### src/rtl/xbus_dma.sv
// xbus_dma: xbus initiator copying a block of 32-bit words from src to dst.
// Each word is a granted read followed by a granted write; all bus outputs
// except xbus_cs are registered, xbus_cs qualifies the request with the grant.
module xbus_dma #(
   parameter int unsigned LEN_W = 16
) (
   input  logic             clk,
   input  logic             rst,
   input  logic             start,
   input  logic [31:0]      src_addr,
   input  logic [31:0]      dst_addr,
   input  logic [LEN_W-1:0] len,
   output logic             busy,
   output logic             done,
   output logic             xbus_req,
   input  logic             xbus_gnt,
   output logic             xbus_cs,
   output logic             xbus_we,
   output logic [3:0]       xbus_be,
   output logic [31:0]      xbus_addr,
   output logic [31:0]      xbus_wdata,
   input  logic [31:0]      xbus_rdata
);

   localparam int unsigned AW = 32;
   localparam int unsigned DW = 32;

   typedef enum logic [1:0] {
      S_IDLE  = 2'd0,
      S_READ  = 2'd1,
      S_WRITE = 2'd2,
      S_DONE  = 2'd3
   } state_t;

   state_t           state_q, state_d;
   logic [AW-1:0]    src_q, src_d;
   logic [AW-1:0]    dst_q, dst_d;
   logic [LEN_W-1:0] remain_q, remain_d;
   logic [DW-1:0]    data_q, data_d;

   logic             busy_d, done_d, req_d, we_d;
   logic [3:0]       be_d;
   logic [AW-1:0]    addr_d;
   logic [DW-1:0]    wdata_d;

   // Byte-offset bits of the addresses are dropped on purpose.
   logic unused_addr_lsbs;
   assign unused_addr_lsbs = ^{src_addr[1:0], dst_addr[1:0]};

   // A slave is selected only in cycles where the request is granted.
   assign xbus_cs = xbus_req & xbus_gnt;

   // Next-state, datapath and next-output decode.
   always_comb begin
      state_d  = state_q;
      src_d    = src_q;
      dst_d    = dst_q;
      remain_d = remain_q;
      data_d   = data_q;

      unique case (state_q)
         S_IDLE: begin
            if (start) begin
               if (len != '0) begin
                  src_d    = {src_addr[AW-1:2], 2'b00};
                  dst_d    = {dst_addr[AW-1:2], 2'b00};
                  remain_d = len;
                  state_d  = S_READ;
               end else begin
                  state_d  = S_DONE;
               end
            end
         end
         S_READ: begin
            if (xbus_gnt) begin
               data_d  = xbus_rdata;
               src_d   = src_q + AW'(4);
               state_d = S_WRITE;
            end
         end
         S_WRITE: begin
            if (xbus_gnt) begin
               dst_d    = dst_q + AW'(4);
               remain_d = remain_q - LEN_W'(1);
               state_d  = (remain_q == LEN_W'(1)) ? S_DONE : S_READ;
            end
         end
         S_DONE: begin
            state_d = S_IDLE;
         end
         default: begin
            state_d = S_IDLE;
         end
      endcase

      busy_d  = (state_d == S_READ) || (state_d == S_WRITE);
      done_d  = (state_d == S_DONE);
      req_d   = busy_d;
      we_d    = (state_d == S_WRITE);
      be_d    = we_d ? 4'hF : 4'h0;
      addr_d  = (state_d == S_READ)  ? src_d :
                (state_d == S_WRITE) ? dst_d : '0;
      wdata_d = we_d ? data_d : '0;
   end

   // State, datapath and output registers.
   always_ff @(posedge clk or posedge rst) begin
      if (rst) begin
         state_q    <= S_IDLE;
         src_q      <= '0;
         dst_q      <= '0;
         remain_q   <= '0;
         data_q     <= '0;
         busy       <= 1'b0;
         done       <= 1'b0;
         xbus_req   <= 1'b0;
         xbus_we    <= 1'b0;
         xbus_be    <= '0;
         xbus_addr  <= '0;
         xbus_wdata <= '0;
      end else begin
         state_q    <= state_d;
         src_q      <= src_d;
         dst_q      <= dst_d;
         remain_q   <= remain_d;
         data_q     <= data_d;
         busy       <= busy_d;
         done       <= done_d;
         xbus_req   <= req_d;
         xbus_we    <= we_d;
         xbus_be    <= be_d;
         xbus_addr  <= addr_d;
         xbus_wdata <= wdata_d;
      end
   end

endmodule

### config.mk
export PLATFORM = sky130hd
export DESIGN_NAME = xbus_dma
export DESIGN_NICKNAME = d
export VERILOG_FILES = /design/src/rtl/xbus_dma.sv
export SDC_FILE = /design/constraint.sdc
export NUM_CORES = 1
export LEC_CHECK = 0
export ABC_AREA = 1
export BUFFER_PORTS_ARGS = -buffer_cell sky130_fd_sc_hd__buf_2
export CORE_MARGIN = 2
export CORE_UTILIZATION = 30
export DETAILED_ROUTE_END_ITERATION = 12
export PLACE_DENSITY = 0.49
export SETUP_SLACK_MARGIN = 0.3
export SLEW_MARGIN = 15
export SYNTH_ARGS = -nofsm -noshare
export SYNTH_HDL_FRONTEND = slang
export SYNTH_SLANG_ARGS = --single-unit
### constraint.sdc
create_clock -name clk -period 5.6 [get_ports clk]
set_input_delay 0.84 -clock clk [delete_from_list [all_inputs] [get_ports clk]]
set_output_delay 0.84 -clock clk [all_outputs]
set_load 0.005 [all_outputs]
==> impl_summary.md, run 1 <==
Floorplan
The die is roughly 180 um tall. The initialized floorplan defines 65 standard-cell rows. Pin placement for this block handled roughly 190 I/O pins.

The overall die area is around 0.034 mm2. The core region is 0.0316 mm2. The die is between 150 and 200 um wide. Once the floorplan was initialized, standard cells occupied between 30% and 40% of the core.

Power and ir drop
The sequential share of power is between 30 and 40%. The share of power burned in the clock network is between 20 and 25%. Summed over all cells, the static leakage comes to 5.87 nW.

The worst-case IR drop observed on VDD is 0.000293 V. Per report_power, the combinational group accounts for between 40 and 50% of the total. Power spread over the standard cell area amounts to roughly 510 mW/mm2. Net switching is roughly 44% of the power. Internal power comes to ~3.3 mW. The net switching component of the power is between 2 and 3 mW. Summing internal, switching and leakage power gives roughly 6 mW.

Cells and area
Of the cells placed in the final design, the portion with a size suffix greater than 1 is about a fifth. The number of standard cells in the layout, taps in and fillers out is ~1.9k. The number of filler cells placed in the layout is ~3.5k.

The final design instance area without fill is between 0.01 and 0.015 mm2. In the final design database the tool counted approximately 1.6k nets. The relative area change from synthesis to final layout is 19.4%. The post-route core utilization is a little over a third.

Hold path
The min-delay analysis places its worst path in the category reg2reg.

Synth
The top cell type's share of synthesized area is a little under half. The biggest area consumer among synthesized cells is sky130_fd_sc_hd__dfrtp_1. The synthesized netlist net count is 1433. Ranked by instance count, the synthesized netlist is headed by sky130_fd_sc_hd__nand2_1, sky130_fd_sc_hd__dfrtp_1, sky130_fd_sc_hd__inv_1. The gate count of the mapped netlist is 1310. In the post-synthesis netlist, the biggest area contributors are sky130_fd_sc_hd__dfrtp_1, sky130_fd_sc_hd__nand2_1, sky130_fd_sc_hd__nand3_1, sky130_fd_sc_hd__inv_1, sky130_fd_sc_hd__nor2_1.

The number of flops mapped to enable cells by yosys is 0. The most common cell in the synthesized netlist is sky130_fd_sc_hd__nand2_1. The proportion of synthesized chip area in sequential cells is 47.0%.

The distinct cell type count of the synthesized netlist is 38. Counting flops with an async set or reset pin after synthesis yields a share of 100%. The netlist area before placement is 0.00964 mm2.

The dominant register cell in the synthesized netlist is sky130_fd_sc_hd__dfrtp_1. The mean post-synth cell area is approximately 7.4 um2. The warning count from the yosys run is 0. The flop and latch count out of synthesis is 181.

Route
For this block, the via count after detailed routing is around 9k. The starting DRC count in detailed routing is slightly above 600. The detail route stage leaves a number of antenna-violating nets equal to 0. The average vias per placed instance is around 4.7.

The pre-antenna-repair detailed-routing pass consisted of 5 iterations. In the routed design, unresolved DRC markers number 0. The total wirelength of the detailed-routed design is just over 30 mm. The post-detailed-route wirelength per cell is around 16 um.

STA
The transition time of the tightest slew-check pin is 1050 ps. Across the routed clock network, the largest skew measured is approximately 15 ps. Across all hold checks on the routed design, the worst slack comes to roughly 460 ps.

Setup violations remaining at the end of the flow were counted as 0. The final count of hold timing violations is 0. Based on the critical path, the design can be clocked at up to around 0.30 GHz.

The final number of max-transition violations is 0. Setup slack closes at about 2300 ps. Adding up every negative setup slack in the final design gives 0 ps. The shortest clock period the worst path allows after layout is roughly 3300 ps. The worst path uses between 50% and 60% of the clock period. Setup repair after global routing left no endpoint under its margin. The worst pin sits at a relative slew slack of a little under a third.

Global routing
The initial antenna violation count is 10. The via count of the first global-routing pass was between 8k and 9k. Summed over all layers, the global routing overflow is 0. The maximum number of pins on one net before global-route repair is 182. The global-route wire length before repair is 48.9 mm. The total track usage is 19.0%.

Worst setup path
The endpoint arrival time on the critical path is 3690 ps. The category of the worst setup path launch point is a flop. The biggest cell delay along the critical path is 750 ps. The classification of the worst setup path is reg2reg. The kind of cell with the highest combined delay along the critical path is simple AND/OR/NAND/NOR gates. The required time reported for the critical path endpoint is 5970 ps.

Of all nets on the critical path, the largest fanout is 31. The buffering stage count on the worst path with inverters included is 4. The cell seen most often among critical-path stages is sky130_fd_sc_hd__inv_1. The critical path goes through nor2_4 > clkinv_1 > nor2_1 > a21oi_1 > inv_1 > ha_1 > inv_1 > nor2_4 > inv_1 > o22ai_1.

The highest-delay cell along the critical path is sky130_fd_sc_hd__nor2_4. The kind of end point of the critical path is a flop.

CTS
Counting along the longest clock path gives a buffer depth of 2. The number of buffers created by CTS is 17. Clock-pin slew was measured on the worst setup and hold paths at roughly 80 ps. In this run, post-CTS hold repair placed 0 buffers. The CTS tree is built. The H-tree generated during clock tree synthesis spans 4 levels. The clock drives 181 sinks. After clock tree synthesis, the repair step resized 0 gates.

The number of setup buffers added after CTS is 0. CTS placed an instance of sky130_fd_sc_hd__clkbuf_16 at the clock tree root. The later pin in the worst-skew pair is clocked with a latency of 450 ps.

Place
The placed instance count is 1856. After detailed placement, the total cell area comes to roughly 0.011 mm2. The worst slack at placement is ~2000 ps. Summed over all nets, the half-perimeter wirelength after detailed placement is between 20 and 25 mm.

The number of input and output port buffers inserted is ~180. At the end of routability-driven placement, the weighted congestion stood at between 0.8 and 0.9.

Run status
The run finished with clean final reports.

Flow run
The tool flagged a number of max-cap violations equal to 0.
## worst register-to-register path: cells and delay by family, from the launching register on
family | cells | cell delay, ps
AND/OR/NAND/NOR | 3 | 1590
adder cells (fa/ha/maj) | 1 | 170
AO/OA/AOI/OAI | 2 | 280
flip-flops | 1 | 690
buffers and inverters | 4 | 520
## sequential cells by signal, summed over array words and instances (netlist names)
name and count:
remain_q 16, data_q 32, dst_q 32, done 1, xbus_addr 32, xbus_be 1, src_q 32, xbus_wdata 32
state_q 2, xbus_req 1
## power groups by stage
| stage | combinational, mW | clock, mW | sequential (mW) |
|---|---|---|---|
| global placement | 2.42 | 0 | 2.29 |
| finish | 2.40 | 1.21 | 2.28 |
| global route | 2.76 | 1.30 | 2.35 |
| CTS | 2.45 | 1.25 | 2.27 |
| floorplan | 1.69 | 0 | 2.17 |
| detailed placement | 2.43 | 0 | 2.29 |
## per-layer routing
metal  global-route usage (%)  up-vias  wire length [um]
met2                     28.9      272             13300
li1                         -     4476                 -
met3                     6.51       38              2760
met5                        0        -                56
met4                     5.95       10               678
met1                     25.3     4200             14000
## placed cells by master, fill, tap and decap left out, types with 17 or more instances in the layout
master | netlist | layout
sky130_fd_sc_hd__nand2_1 | 398 | 398
sky130_fd_sc_hd__buf_2 | 21 | 184
sky130_fd_sc_hd__dfrtp_1 | 181 | 181
sky130_fd_sc_hd__inv_1 | 149 | 148
sky130_fd_sc_hd__nor2_1 | 147 | 146
sky130_fd_sc_hd__nand3_1 | 145 | 145
sky130_fd_sc_hd__o21ai_0 | 48 | 48
sky130_fd_sc_hd__or2_2 | 33 | 33
sky130_fd_sc_hd__a21oi_1 | 23 | 23
sky130_fd_sc_hd__o21ai_1 | 22 | 22
sky130_fd_sc_hd__nand4_1 | 21 | 21
sky130_fd_sc_hd__clkbuf_16 | 0 | 17
## worst paths after layout
| kind | from | to | slack [ps] | cells past startpoint |
|---|---|---|---|---|
| min in group asynchronous | rst | xbus_wdata[10] | 660 | 3 |
| max | state_q[1] | xbus_addr[1] | 2270 | 10 |
| min | dst_q[0] | dst_q[0] | 460 | 2 |
| max reg2reg | state_q[1] | xbus_addr[1] | 2270 | 10 |
| max in group asynchronous | rst | dst_q[20] | 4140 | 3 |
| min reg2reg | dst_q[0] | dst_q[0] | 460 | 2 |
## kinds of logic (layout without fill, tap and decap cells)
| kind of cell | Yosys count | count (layout) | synth area share [%] |
|---|---|---|---|
| AOI/OAI and AO/OA | 121 | 121 | 6.94 |
| xor gates and xnor gates | 10 | 10 | 0.908 |
| adders and majority gates | 7 | 7 | 0.908 |
| buffers and inverters | 204 | 380 | 8.59 |
| DFF | 181 | 181 | 47.0 |
| other | 0 | 6 | 0 |
| and+or+nand+nor | 787 | 787 | 35.7 |
## area by class of cell
cell class                      instances  area (um2)  area share, %
Antenna cell                            6        15.0          0.130
Sequential cell                       181        4530           39.3
Tap cell                              402         503           4.37
Multi-Input combinational cell        925        4290           37.3
Inverter                              156         592           5.14
Clock inverter                         14         151           1.31
Clock buffer                           18         439           3.81
Timing Repair Buffer                  192         993           8.63
(Power assumes the default switching activity.)
==> run 2: changes to the inputs <==
- clock period: 5.6 -> 2.7 ns (I/O delays scaled with it)
==> run 2 against run 1 <==
Compared with the run above: first-iteration DRC count grew 2.9%; clock skew grew 3.6 ps; wire length grew 2.9%; global-route usage grew 0.37 points; sequential power grew 100%; clock-buffer cell count is the same; register-to-register slack lost 1800 ps; critical path type unchanged; highest routed layer unchanged.
==> impl_summary.md, run 2 (same netlist as run 1, synthesis figures left out) <==
Run status
Outcome: finished clean (unchanged).

Power and ir drop
The share of total power consumed by net switching is 43.6% (was 44.3%). The net switching component of the power came to 5.55 mW (was 2.61 mW). The largest voltage drop on the vdd net is 0.000554 V (was 0.000293 V). The share of power burned in the clock network is 20.8% (was 20.6%). The leakage dissipation is 6.03 nW (was 5.87 nW). The power density over cell area came to 1080 mW/mm2 (was 512 mW/mm2). The relative contribution of combinational cells to total power came to 42.5% (was 40.7%). The internal cell power was 7.19 mW (was 3.28 mW).

The sequential share of power is 36.7% (was 38.7%).

STA
The final worst-path cycle share is 82.3% (was 59.4%). The top achievable clock speed is 0.450 GHz (was 0.301 GHz). The transition time of the tightest slew-check pin is 831 ps (was 1050 ps).

The shortest clock period the worst path allows after layout is 2220 ps (was 3330 ps). The setup slack of the critical path after layout is 479 ps (was 2270 ps). The final count of hold timing violations came to 0 (unchanged). The final clock skew came to 18.4 ps (was 14.8 ps). The final number of max-transition violations was 0 (unchanged).

The worst hold slack is 187 ps (was 465 ps). Setup repair after global routing missed its margin: no (unchanged). The tightest slew margin relative to the limit came to 44.6% (was 30.1%). The final setup violation count was 0 (unchanged).

CTS
The TritonCTS sink count came to 181 (unchanged). The number of buffers created by CTS is 17 (unchanged). The CTS clock-pin slew for the worst setup and hold paths came to 80 ps (about the same). The root buffer selected by CTS is sky130_fd_sc_hd__clkbuf_16 (unchanged).

The worst-skew pair later-pin latency is 440 ps (was 450 ps). The deepest clock path buffer count is 2 (unchanged). The CTS tree is built (unchanged). The number of H-tree branching levels was 4 (unchanged).

Cells and area
The final layout net count is 1620 (was 1596). The multi-input gate area in the final layout was 0.00433 mm2 (was 0.00429 mm2). The relative area change from synthesis to final layout is 22.7% (was 19.4%). The number of filler cells placed in the layout is 3379 (was 3456). The area used by sequential logic in the layout came to 0.00453 mm2 (unchanged). Most frequent cells in the layout: sky130_fd_sc_hd__nand2_1, sky130_fd_sc_hd__buf_2, sky130_fd_sc_hd__dfrtp_1, sky130_fd_sc_hd__inv_1 (was sky130_fd_sc_hd__nand2_1, sky130_fd_sc_hd__buf_2, sky130_fd_sc_hd__dfrtp_1, sky130_fd_sc_hd__inv_1, sky130_fd_sc_hd__nor2_1). The commonest non-fill, non-tap cell in the layout is sky130_fd_sc_hd__nand2_1 (unchanged). The share of cells above drive strength 1 was 20.9% (was 19.2%).

Flow run
The count of max-cap constraint violations is 0 (unchanged).

Worst setup path
The biggest cell delay along the critical path is 400 ps (was 750 ps). The highest-delay cell along the critical path is sky130_fd_sc_hd__dfrtp_1 (was sky130_fd_sc_hd__nor2_4). The required time reported for the critical path endpoint is 3080 ps (was 5970 ps). The category of the worst setup path launch point is a flop (unchanged). The classification of the worst setup path is reg2reg (unchanged). The kind of end point of the critical path is a flop (unchanged). The endpoint arrival time on the critical path was 2600 ps (was 3690 ps). The number of cell instances on the worst register-to-register path is 15 (was 10). The cell seen most often among critical-path stages was sky130_fd_sc_hd__nand2_1 (was sky130_fd_sc_hd__inv_1). Crit-path cells: inv_2 > ha_1 > nand2_1 > nor3_4 > a21oi_2 > o21ai_2 > nand2_2 > inv_2 > ha_2 > inv_1 > nor2_4 > buf_12 > clkbuf_16 > nand2_1 > nand2_1 (was nor2_4 > clkinv_1 > nor2_1 > a21oi_1 > inv_1 > ha_1 > inv_1 > nor2_4 > inv_1 > o22ai_1).

The maximum fanout count along the critical path is 7 (was 31).

Route
The post-route DRC violation count came to 0 (unchanged). The count of vias placed by the detailed router is 9035 (was 8996). The starting DRC count in detailed routing is 639 (was 621). The average vias per placed instance came to 4.71 (was 4.75). The total wirelength of the detailed-routed design is 31.7 mm (was 30.8 mm). The residual antenna-violating net count after detailed routing is 0 (unchanged).

The number of detailed-routing iterations run before antenna repair came to 5 (unchanged). The post-detailed-route wirelength per cell came to 16.5 um (was 16.3 um).

Floorplan
The die width is 183 um (unchanged). The area of the core is 0.0316 mm2 (unchanged). The number of rows created at floorplan was 65 (unchanged). The overall die area came to 0.0336 mm2 (unchanged). The vertical die dimension came to 183 um (unchanged). The I/O pin count came to 189 (unchanged). The initial cell density of the core was 30.5% (unchanged).

Global routing
The maximum number of pins on one net before global-route repair came to 70 (was 182). The global-route wire length before repair is 49.5 mm (was 48.9 mm). The total track usage came to 19.3% (was 19.0%). The global-route congestion overflow total is 0 (unchanged). The via count of the first global-routing pass is 8695 (was 8757). The initial antenna violation count is 11 (was 10).

Hold path
The type of the most critical hold path is in2reg (was reg2reg). The depth of the worst hold-timing path is 3 (was 2).

Place
The final weighted congestion of routability-driven global placement is 0.852 (was 0.859). The HPWL after detailed placement is 22.8 mm (was 22.0 mm). The number of input and output port buffers inserted came to 184 (unchanged). The worst slack at placement came to 250 ps (was 2020 ps).
==> run 2: changes by cell type in the layout (fill, tap and decap cells not counted), moves of 2 or more <==
cell	change
sky130_fd_sc_hd__buf_4	+18
sky130_fd_sc_hd__buf_12	+3
sky130_fd_sc_hd__bufinv_16	+2
sky130_fd_sc_hd__clkinv_4	+2
sky130_fd_sc_hd__inv_1	-2
sky130_fd_sc_hd__inv_2	+2
sky130_fd_sc_hd__nor3_1	-2
==> run 2: final timing paths <==
kind                       slack [ps]         from             end
max                               480  remain_q[1]    xbus_addr[3]
min                               190  dst_addr[9]        dst_q[9]
max reg2reg                       480  remain_q[1]    xbus_addr[3]
min reg2reg                       470     dst_q[1]        dst_q[1]
max in group asynchronous        1410          rst      data_q[13]
min in group asynchronous         520          rst  xbus_wdata[10]
==> run 2: power groups by stage <==
| stage | clock [mW] | sequential, mW | combinational (mW) |
|---|---|---|---|
| floorplan | 0 | 4.50 | 3.51 |
| global placement | 0 | 4.69 | 5.22 |
| detailed placement | 0 | 4.68 | 5.27 |
| CTS | 2.71 | 4.66 | 5.41 |
| global route | 2.83 | 4.84 | 6.15 |
| finish | 2.65 | 4.67 | 5.42 |
==> run 2: layout make-up <==
class,instances,area share [%]
clock inverter,14,1.57
clock buffer,18,3.63
multi-input combinational,925,36.6
timing repair buffer,216,10.6
tap,402,4.25
antenna,5,0.106
sequential,181,38.3
inverter,156,5.00
==> run 2: critical path: cells and delay by family (launching register included) <==
family / cells / cell delay (ps)
fa+ha+maj: 2 / 320
flops: 1 / 400
buf+inv: 5 / 530
simple gates: 6 / 660
compound gates: 2 / 270
==> run 2: stage by stage <==
step	power, mW	cell area (um2)	instances	TNS [ps]	util, %
2_1_floorplan	8.00	9650	1310	-4990	-
3_3_place_gp	9.91	11100	1876	0	35.0
3_5_place_dp	9.95	11100	1876	0	35.0
4_1_cts	12.8	11800	1911	0	37.2
5_1_grt	13.8	11800	1913	0	37.4
6_report	12.7	11800	1917	0	37.4
==> run 2: timing repair <==
| action | CTS | global route |
|---|---|---|
| resized for setup | 4 | 10 |
| hold buffers | 1 | 0 |
| pin swaps | 2 | 5 |
| endpoints found under the hold margin | 14 | 0 |
| gates cloned | 1 | 1 |
| buffers inserted | 1 | 0 |
| setup endpoints to repair | 32 | 64 |
==> run 2: routing by layer <==
layer / vias to the layer above / wire length (um) / global-route usage, %
met3: 35 / 2320 / 6.16
li1: 4523 / - / -
met4: 12 / 554 / 5.60
met2: 258 / 13600 / 28.9
met1: 4207 / 15200 / 26.8
met5: - / 80 / 0
==> run 3: changes to the inputs <==
- ABC_AREA: 1 -> 0
- PLACE_DENSITY: 0.49 -> 0.5
- clock period: 2.7 -> 1.9 ns (I/O delays scaled with it)
==> run 3 against run 2 <==
Compared with the run above: flip-flop and latch count is the same; global-route usage rose by 1.2 points; design area up 27%; final cell count decreased by 9.1%; the flow now finishes with violations (negative setup slack); hold slack got worse by 140 ps; clock skew decreased by 2.4 ps.
==> impl_summary.md, run 3 <==
Synth
The warning count from the yosys run is 0 (unchanged). The gate count of the mapped netlist is 880 (was 1310). The async set-reset flop share out of synthesis is 100% (unchanged). Area contributors post-synth: sky130_fd_sc_hd__dfrtp_1, sky130_fd_sc_hd__nand2_1, sky130_fd_sc_hd__and2_1, sky130_fd_sc_hd__o21ai_0, sky130_fd_sc_hd__nand3_1 (was sky130_fd_sc_hd__dfrtp_1, sky130_fd_sc_hd__nand2_1, sky130_fd_sc_hd__nand3_1, sky130_fd_sc_hd__inv_1, sky130_fd_sc_hd__nor2_1). The biggest area consumer among synthesized cells is sky130_fd_sc_hd__dfrtp_1 (unchanged). The flop and latch count out of synthesis was 181 (unchanged). The most common cell in the synthesized netlist is sky130_fd_sc_hd__dfrtp_1 (was sky130_fd_sc_hd__nand2_1). Ranking of synthesized cells by instance count: sky130_fd_sc_hd__dfrtp_1, sky130_fd_sc_hd__nand2_1, sky130_fd_sc_hd__nor2_1 (was sky130_fd_sc_hd__nand2_1, sky130_fd_sc_hd__dfrtp_1, sky130_fd_sc_hd__inv_1).

The top cell type's share of synthesized area is 53.1% (was 47.0%). The number of flops mapped to enable cells by yosys is 0 (unchanged). The mean post-synth cell area is 9.69 um2 (was 7.36 um2).

The distinct cell type count of the synthesized netlist is 74 (was 38). The netlist area before placement is 0.00853 mm2 (was 0.00964 mm2). The proportion of synthesized chip area in sequential cells came to 53.1% (was 47.0%). The synthesized netlist net count is 1003 (was 1433).

The dominant register cell in the synthesized netlist was sky130_fd_sc_hd__dfrtp_1 (unchanged).

Floorplan
The I/O pin count is 189 (unchanged). The initial cell density of the core came to 30.6% (was 30.5%). The area of the core is 0.0279 mm2 (was 0.0316 mm2).

The overall die area was 0.0298 mm2 (was 0.0336 mm2). The die width came to 173 um (was 183 um). The number of rows created at floorplan came to 61 (was 65). The vertical die dimension is 173 um (was 183 um).

Cells and area
The area used by sequential logic in the layout was 0.00453 mm2 (about the same). The final design instance area without fill is 0.0150 mm2 (was 0.0118 mm2). The number of filler cells placed in the layout is 2416 (was 3379). The post-route core utilization was 53.8% (was 37.4%). The final layout net count is 1474 (was 1620). Most frequent cells in the layout: sky130_fd_sc_hd__buf_4, sky130_fd_sc_hd__dfrtp_1, sky130_fd_sc_hd__buf_2, sky130_fd_sc_hd__nand2_1, sky130_fd_sc_hd__buf_6 (was sky130_fd_sc_hd__nand2_1, sky130_fd_sc_hd__buf_2, sky130_fd_sc_hd__dfrtp_1, sky130_fd_sc_hd__inv_1).

The commonest non-fill, non-tap cell in the layout is sky130_fd_sc_hd__buf_4 (was sky130_fd_sc_hd__nand2_1). The antenna diode count is 0 (was 5). The share of cells above drive strength 1 was 55.1% (was 20.9%). The multi-input gate area in the final layout is 0.00494 mm2 (was 0.00433 mm2). The relative area change from synthesis to final layout came to 75.7% (was 22.7%).

STA
The final worst-path cycle share was 125% (was 82.3%). The final count of hold timing violations is 0 (unchanged). The shortest clock period the worst path allows after layout is 2380 ps (was 2220 ps). Setup repair after global routing missed its margin: yes (was no). The worst hold slack was 48.1 ps (was 187 ps).

The transition time of the tightest slew-check pin is 541 ps (was 831 ps). The top achievable clock speed is 0.421 GHz (was 0.450 GHz). The setup slack of the critical path after layout is -475 ps (was 479 ps). The final clock skew is 16.0 ps (was 18.4 ps).

The final setup violation count is 106 (was 0). The final number of max-transition violations was 0 (unchanged). The tightest slew margin relative to the limit came to 63.4% (was 44.6%).

Worst setup path
The buffering stage count on the worst path with inverters included is 3 (was 5). Crit-path cells: nor4_4 > nand2b_1 > nor2_2 > a41oi_2 > o21ai_2 > buf_4 > nand2b_4 > ha_4 > buf_4 > buf_6 > a221o_1 (was inv_2 > ha_1 > nand2_1 > nor3_4 > a21oi_2 > o21ai_2 > nand2_2 > inv_2 > ha_2 > inv_1 > nor2_4 > buf_12 > clkbuf_16 > nand2_1 > nand2_1). The classification of the worst setup path is reg2reg (unchanged). The biggest cell delay along the critical path is 420 ps (was 400 ps). The category of the worst setup path launch point is a flop (unchanged).

The kind of cell with the highest combined delay on the critical path is simple AND/OR/NAND/NOR gates (unchanged). The number of cell instances on the worst register-to-register path was 11 (was 15). The endpoint arrival time on the critical path was 2700 ps (was 2600 ps). The depth of the critical timing path with buffers and inverters included was 11 (was 15). The highest-delay cell along the critical path is sky130_fd_sc_hd__dfrtp_1 (unchanged). The cell seen most often among critical-path stages is sky130_fd_sc_hd__buf_4 (was sky130_fd_sc_hd__nand2_1). The kind of end point of the critical path is a flop (unchanged).

The maximum fanout count along the critical path is 8 (was 7). The required time reported for the critical path endpoint is 2230 ps (was 3080 ps).

Global routing
The initial antenna violation count was 0 (was 11). The total track usage is 20.5% (was 19.3%). The via count of the first global-routing pass is 8585 (was 8695). The maximum number of pins on one net before global-route repair is 67 (was 70). The global-route wire length before repair came to 47.9 mm (was 49.5 mm). The global-route congestion overflow total came to 0 (unchanged).

CTS
The TritonCTS sink count was 181 (unchanged). The root buffer selected by CTS is sky130_fd_sc_hd__clkbuf_16 (unchanged). The deepest clock path buffer count came to 2 (unchanged). The CTS tree is built (unchanged). The worst-skew pair later-pin latency is 440 ps (about the same). The CTS clock-pin slew for the worst setup and hold paths came to 80 ps (about the same). The number of H-tree branching levels came to 4 (unchanged).

The number of buffers created by CTS came to 17 (unchanged).

Power and ir drop
The largest voltage drop on the vdd net is 0.000596 V (was 0.000554 V). The leakage dissipation is 7.20 nW (was 6.03 nW). The share of total power consumed by net switching came to 37.9% (was 43.6%). The net switching component of the power is 8.85 mW (was 5.55 mW). The sequential share of power is 27.5% (was 36.7%). The relative contribution of combinational cells to total power was 57.0% (was 42.5%). The internal cell power is 14.5 mW (was 7.19 mW).

The share of power burned in the clock network came to 15.6% (was 20.8%). The overall power is 23.4 mW (was 12.7 mW). The power density over cell area was 1560 mW/mm2 (was 1080 mW/mm2).

Route
The total wirelength of the detailed-routed design came to 32.1 mm (was 31.7 mm). The average vias per placed instance is 4.98 (was 4.71). The post-detailed-route wirelength per cell came to 18.4 um (was 16.5 um). The starting DRC count in detailed routing is 523 (was 639). The count of vias placed by the detailed router is 8680 (was 9035).

The post-route DRC violation count is 0 (unchanged). The residual antenna-violating net count after detailed routing came to 0 (unchanged). The number of detailed-routing iterations run before antenna repair was 5 (unchanged).

Place
The HPWL after detailed placement was 21.4 mm (was 22.8 mm). The number of input and output port buffers inserted is 184 (unchanged). The cell area after placement is 0.0119 mm2 (was 0.0111 mm2). The final weighted congestion of routability-driven global placement is 0.831 (was 0.852). The worst slack at placement is -660 ps (was 250 ps).

Flow run
The count of max-cap constraint violations is 0 (unchanged).

Hold path
The depth of the worst hold-timing path is 3 (unchanged). The type of the most critical hold path is in2reg (unchanged).

Run status
Outcome: complete, but fails checks (was finished clean). The checks that failed: negative setup slack.
-- run 3: cell types whose count changed after synthesis, sizes merged, moves of 12 or more --
cell    previous run  this run
o21ai             71        54
clkbuf            17        29
inv              154        16
nor2             162        53
and2               0        42
a22o               0        24
or2               33         2
a22oi              1        14
nor4               1        13
nand2            401       163
nand3            147        48
-- run 3: layout make-up --
class | instances | area share (%)
inverter | 16 | 0.443
sequential | 181 | 30.2
tap | 378 | 3.16
timing repair buffer | 501 | 29.3
clock inverter | 13 | 0.918
clock buffer | 19 | 3.02
multi-input combinational | 634 | 33.0
-- run 3: cells by family (layout without fill, tap and decap cells) --
group,Yosys count,in the layout,synth area share (%)
AO/OA/AOI/OAI,207,207,17.4
XOR/XNOR,5,5,0.514
adder cells (fa/ha/maj),7,7,1.03
buffers and inverters,65,549,3.59
flip-flops,181,181,53.1
multiplexers,6,6,0.733
AND/OR/NAND/NOR,409,409,23.6
-- run 3: power groups by stage --
stage                     sequential, mW  clock (mW)  combinational [mW]
final                               6.42        3.63                13.3
after global routing                6.57        3.87                14.2
after CTS                           6.34        3.72                11.8
after detailed placement            6.33           0                9.14
after global placement              6.34           0                9.05
after floorplan                     6.38           0                5.01
-- run 3: final timing paths --
path,from,to,slack (ps)
setup / recovery,remain_q[12],xbus_addr[24],-480
hold / removal,xbus_rdata[25],data_q[25],50
setup reg to reg,remain_q[12],xbus_addr[24],-480
hold reg to reg,data_q[2],data_q[2],470
max in group asynchronous,rst,xbus_wdata[18],820
min in group asynchronous,rst,data_q[26],330
-- run 3: metrics by stage --
stage,TNS (ps),cells
after floorplan,-150700,880
after global placement,-63030,1607
after detailed placement,-64690,1607
after CTS,-24520,1705
after global routing,-38010,1742
final,-28740,1742
-- run 3: worst register-to-register path: stages, from the launching register on --
cell and delay [ps]:
sky130_fd_sc_hd__dfrtp_1 420, sky130_fd_sc_hd__nor4_4 300, sky130_fd_sc_hd__nand2b_1 150, sky130_fd_sc_hd__nor2_2 150, sky130_fd_sc_hd__a41oi_2 130, sky130_fd_sc_hd__o21ai_2 150
sky130_fd_sc_hd__buf_4 140, sky130_fd_sc_hd__nand2b_4 60, sky130_fd_sc_hd__ha_4 220, sky130_fd_sc_hd__buf_4 150, sky130_fd_sc_hd__buf_6 100, sky130_fd_sc_hd__a221o_1 310
-- run 3: repair_timing --
action                     4_1_cts  5_1_grt
gates resized for setup        201      132
setup buffers                   55       31
hold endpoints to repair         5        0
pin swaps                       76       54
hold buffers                     1        0
setup endpoints to repair      160      177
gates cloned                    10        6
-- run 3: metal layers --
layer / part of all wire [%] / global-route usage, %
met1: 45 / 28.4
met2: 48 / 32.9
met3: 4.9 / 3.61
met4: 2.0 / 5.91
met5: 0 / 0
